## config.mk

```make
export PLATFORM = sky130hd
export DESIGN_NAME = debounce_multi
export DESIGN_NICKNAME = d
export VERILOG_FILES = /design/src/rtl/debounce_pkg.sv /design/src/rtl/debounce_chan.sv /design/src/rtl/debounce_multi.sv
export SDC_FILE = /design/constraint.sdc
export NUM_CORES = 1
export LEC_CHECK = 0
export CAP_MARGIN = 10
export CORE_ASPECT_RATIO = 0.6
export CORE_MARGIN = 1
export CORE_UTILIZATION = 24
export DETAILED_ROUTE_END_ITERATION = 10
export DONT_BUFFER_PORTS = 1
export SLEW_MARGIN = 25
export SYNTH_ARGS = -nofsm -noshare
export SYNTH_HDL_FRONTEND = slang
export SYNTH_SLANG_ARGS = --single-unit
```

## constraint.sdc

```tcl
create_clock -name clk -period 1.9 [get_ports clk]
set_input_delay 0.19 -clock clk [delete_from_list [all_inputs] [get_ports clk]]
set_output_delay 0.19 -clock clk [all_outputs]
set_load 0.02 [all_outputs]
```

## src/rtl/debounce_pkg.sv

```systemverilog
// Shared types and helpers for the multi-channel debouncer.
// Included by debounce_chan and debounce_multi via import debounce_pkg::*.
package debounce_pkg;

   typedef enum logic {
      CH_STABLE,
      CH_COUNTING
   } ch_state_t;

   // Counter must hold 0..STABLE_CNT-1.
   function automatic int cnt_w(input int stable_cnt);
      return $clog2(stable_cnt + 1);
   endfunction

endpackage

```

## src/rtl/debounce_chan.sv

```systemverilog
// One debouncer channel: 2-FF synchroniser, agreement counter, debounced level and edge strobes.
// Optional sticky edge flag when DEBOUNCE_EVENT_LATCH_EN is defined.
module debounce_chan
   import debounce_pkg::*;
#(
   parameter int   STABLE_CNT  = 8,
   parameter logic RESET_LEVEL = 1'b0
)
(
   input  logic clk,
   input  logic reset_n,
   input  logic tick,
   input  logic clr,
   input  logic din,
   output logic dout,
   output logic rise,
   output logic fall
`ifdef DEBOUNCE_EVENT_LATCH_EN
   ,
   output logic evt,
   input  logic evt_clr
`endif
);

   localparam int            CW       = cnt_w(STABLE_CNT);
   localparam logic [CW-1:0] CNT_LAST = CW'(STABLE_CNT - 1);

   logic [1:0]    sync_q;
   logic          sample;
   ch_state_t     state_q, state_d;
   logic [CW-1:0] cnt_q, cnt_d;
   logic          dout_d, rise_d, fall_d;

   always_ff @(posedge clk or negedge reset_n) begin
      if (!reset_n) begin
         sync_q <= {2{RESET_LEVEL}};
      end else begin
         sync_q <= {sync_q[0], din};
      end
   end

   assign sample = sync_q[1];

   // Any agreeing sample restarts the run, so only an unbroken run of
   // STABLE_CNT disagreeing ticks can move dout.
   always_comb begin
      state_d = state_q;
      cnt_d   = cnt_q;
      dout_d  = dout;
      rise_d  = 1'b0;
      fall_d  = 1'b0;
      if (clr) begin
         state_d = CH_STABLE;
         cnt_d   = '0;
      end else if (tick) begin
         if (sample == dout) begin
            state_d = CH_STABLE;
            cnt_d   = '0;
         end else if (cnt_q == CNT_LAST) begin
            dout_d  = sample;
            rise_d  = sample;
            fall_d  = ~sample;
            state_d = CH_STABLE;
            cnt_d   = '0;
         end else begin
            state_d = CH_COUNTING;
            cnt_d   = cnt_q + 1'b1;
         end
      end
   end

   always_ff @(posedge clk or negedge reset_n) begin
      if (!reset_n) begin
         state_q <= CH_STABLE;
         cnt_q   <= '0;
         dout    <= RESET_LEVEL;
         rise    <= 1'b0;
         fall    <= 1'b0;
      end else begin
         state_q <= state_d;
         cnt_q   <= cnt_d;
         dout    <= dout_d;
         rise    <= rise_d;
         fall    <= fall_d;
      end
   end

`ifdef DEBOUNCE_EVENT_LATCH_EN
   // A new edge beats a clear arriving on the same cycle.
   always_ff @(posedge clk or negedge reset_n) begin
      if (!reset_n) begin
         evt <= 1'b0;
      end else if (rise || fall) begin
         evt <= 1'b1;
      end else if (evt_clr) begin
         evt <= 1'b0;
      end
   end
`endif

endmodule

```

## src/rtl/debounce_multi.sv

```systemverilog
// N-channel debouncer top: shared sample-tick prescaler, en gating, and a channel array.
// Define DEBOUNCE_EVENT_LATCH_EN to add sticky evt flags with per-bit evt_clr.
module debounce_multi
   import debounce_pkg::*;
#(
   parameter int   N_CH        = 4,
   parameter int   TICK_DIV    = 100,
   parameter int   STABLE_CNT  = 8,
   parameter logic RESET_LEVEL = 1'b0
)
(
   input  logic            clk,
   input  logic            reset_n,
   input  logic            en,
   input  logic [N_CH-1:0] din,
   output logic [N_CH-1:0] dout,
   output logic [N_CH-1:0] rise,
   output logic [N_CH-1:0] fall
`ifdef DEBOUNCE_EVENT_LATCH_EN
   ,
   output logic [N_CH-1:0] evt,
   input  logic [N_CH-1:0] evt_clr
`endif
);

   localparam int            PW      = $clog2(TICK_DIV);
   localparam logic [PW-1:0] PS_LAST = PW'(TICK_DIV - 1);

   logic [PW-1:0] ps_q;
   logic          tick;

   // Prescaler freezes (not clears) while en is low.
   always_ff @(posedge clk or negedge reset_n) begin
      if (!reset_n) begin
         ps_q <= '0;
      end else if (en) begin
         if (ps_q == PS_LAST) begin
            ps_q <= '0;
         end else begin
            ps_q <= ps_q + 1'b1;
         end
      end
   end

   assign tick = en && (ps_q == PS_LAST);

   for (genvar i = 0; i < N_CH; i++) begin : g_ch
      debounce_chan #(
         .STABLE_CNT  (STABLE_CNT),
         .RESET_LEVEL (RESET_LEVEL)
      ) u_chan (
         .clk     (clk),
         .reset_n (reset_n),
         .tick    (tick),
         .clr     (~en),
         .din     (din[i]),
         .dout    (dout[i]),
         .rise    (rise[i]),
         .fall    (fall[i])
`ifdef DEBOUNCE_EVENT_LATCH_EN
         ,
         .evt     (evt[i]),
         .evt_clr (evt_clr[i])
`endif
      );
   end

endmodule

```

==> reports/metrics.yaml <==
status: "finished, final reports clean"
min_to: "g_ch[3].u_chan.cnt_q[1]"
worstSetupStartpointType: "flop"
finalSetupTns_ps: 0
slew_headroom_pct: 69.2
whs_path_depth: 2
grt_antenna_before_repair: 0
register_area_um2: 1080
hold_class: "primary input to flop"
crit_fanout: 6
ys_seq_elements: 43
final_common_cell: "dfrtp_1"
power_mw: 2.23
grt_pass1_vias: 1279
finalHoldViolCount: 0
post-route-period-util_pct: 93.0
rsz0062_at_grt: "no"
drive_gt1_share_pct: 14.7
async_flop_share_pct: 100
cp.arrival_ps: 1980
multi_input_area_um2: 803
avgSynthCellArea_um2: 10.8
drtIter0Drc: 69
min_from: "en"
synth_cells: 183
final_cell_mix: "43 x dfrtp_1, 17 x nand2_1, 12 x o21ai_0"
final_max_slew_viol_count: 0
max_freq_mhz: 566
syn2layout_area_growth_pct: 18.8
path_cells: "ha_4 -> nand2b_1 -> or2_4 -> or4b_1 -> a21oi_1"
io_buffers: 0
cts_root_buf: "clkbuf_16"
gp_congestion: 0.762
clock_skew_ps: 7.76
nets: 202
grt_max_degree: 44
clock-sinks: 43
pwr_density_cell_nw_per_um2: 948
path_class: "flop to flop"
grt_pass1_wl_mm: 6.38
reg2reg_to: "g_ch[2].u_chan.cnt_q[2]"
worstReg2RegStart: "ps_q[0]"
cap_violations: 0
post_cts_buffers: 0
synthFlopType: "dfrtp_1"
finalCriticalPeriod_ps: 1770
p_leak_nw: 1.01
routed_via_density: 4.53
die-width_um: 119
cts_buffer_depth: 2
max_stage_delay_ps: 520
grt_remaining_overflow: 0
wl_per_cell_um: 12.6
die_h_um: 72.3
synth_nets: 195
grt.total_usage_pct: 9.78
reg2reg_slack_ps: 130
vias: 1353
antennaDiodeCount: 0
crit_slowest_cell: "or4b_1"
r2r_cells: 5
tightestPinTransition_ps: 457
synth.distinct_cells: 41
numCtsBuffers: 5
ir_drop_v: 0.000413
synth_edf_count: 0
synth_seq_area_share_pct: 54.4
ios: 19
dieArea_um2: 8620
initial_core_util_pct: 25.0
syn-cell-area_um2: 1980
fin_util_pct: 29.7
required_ps: 2110
drc: 0
cts.htree.levels: 2
wirelength_mm: 3.78
cts_tree: "built"
ant_nets: 0
insertion_delay_ps: 290
num_rows: 25
clk_pin_slew_ps: 60
dr.pass1.iters: 4
core-area_um2: 7910
fillers: 818
endpoint_kind: "flop"
ys_warn_count: 0
setup_violations: 0
hpwlAfterDp_mm: 2.61
flip-flops by register name, summed over array words and instances, names as in the netlist:
register	flops
g_ch.u_chan.cnt_q	16
g_ch.u_chan.sync_q	8
ps_q	7
g_ch.u_chan.dout	4
g_ch.u_chan.fall	4
g_ch.u_chan.rise	4
cell type report:
| type | instances | area share, % |
|---|---|---|
| multi-input combinational | 118 | 34.2 |
| clock buffer | 6 | 5.48 |
| timing repair buffer | 18 | 7.66 |
| sequential | 43 | 45.8 |
| inverter | 4 | 0.639 |
| clock inverter | 2 | 0.532 |
| tap | 108 | 5.75 |
through the flow:
step | hold slack, ps | cells | cell area (um2) | setup slack [ps]
finish | 51.8 | 299 | 2350 | 133
global placement | -105 | 285 | 2100 | 92.4
global route | 55.1 | 299 | 2350 | 4.45
detailed placement | -105 | 285 | 2100 | 51.5
CTS | 37.3 | 299 | 2320 | 33.7
floorplan | -106 | 183 | 1980 | 89.1
power by group:
part	switching [mW]	internal, mW
clock	0.346	0.485
sequential	0.0648	0.987
combinational	0.156	0.191
worst max path at each step:
stage                     startpoint                       to  slack (ps)  cells past startpoint
after floorplan              ps_q[3]      g_ch[0].u_chan.dout          90                      5
after global placement       ps_q[4]      g_ch[0].u_chan.dout          90                      4
after detailed placement     ps_q[4]      g_ch[0].u_chan.dout          50                      4
after CTS                    ps_q[4]      g_ch[0].u_chan.dout          30                      4
after global routing         ps_q[0]  g_ch[2].u_chan.cnt_q[2]           4                      5
final                        ps_q[0]  g_ch[2].u_chan.cnt_q[2]         130                      5
cells in the mapped netlist, drive strengths merged, types with 4 or more instances:
cell	number	area, um2
buf	15	104
nor2	6	22.5
nand2	17	63.8
nor4	6	37.5
a21oi	8	40.0
mux2	5	56.3
nor4b	4	35.0
nand4	6	37.5
nand3	9	45.0
ha	5	62.6
inv	4	15.0
dfrtp	43	1080
o21ai	12	60.1
layer usage:
layer	global-route usage, %	part of all wire (%)
met5	0	0
met4	3.38	1.4
met3	5.27	6.7
met2	13.3	40
met1	13.0	52
cell families (layout without fill, tap and decap cells):
| family | count (synthesis) | in the layout | share of synthesized area (%) |
|---|---|---|---|
| compound gates | 32 | 32 | 9.74 |
| mux | 5 | 5 | 2.85 |
| simple gates | 70 | 70 | 20.6 |
| xor+xnor | 6 | 6 | 2.66 |
| buf+inv | 22 | 30 | 6.58 |
| fa+ha+maj | 5 | 5 | 3.16 |
| flops | 43 | 43 | 54.4 |
timing repair:
action                                 in CTS  in global routing
setup endpoints to repair                   0                  4
hold buffers                                6                  0
gates resized for setup                     0                  5
endpoints found under the hold margin      47                  0
worst max-delay path, delay by kind of cell, from the launching register on:
family / cells / cell delay (ps)
simple gates: 3 / 920
flops: 1 / 420
fa+ha+maj: 1 / 190
compound gates: 1 / 160
(Power assumes the default switching activity.)
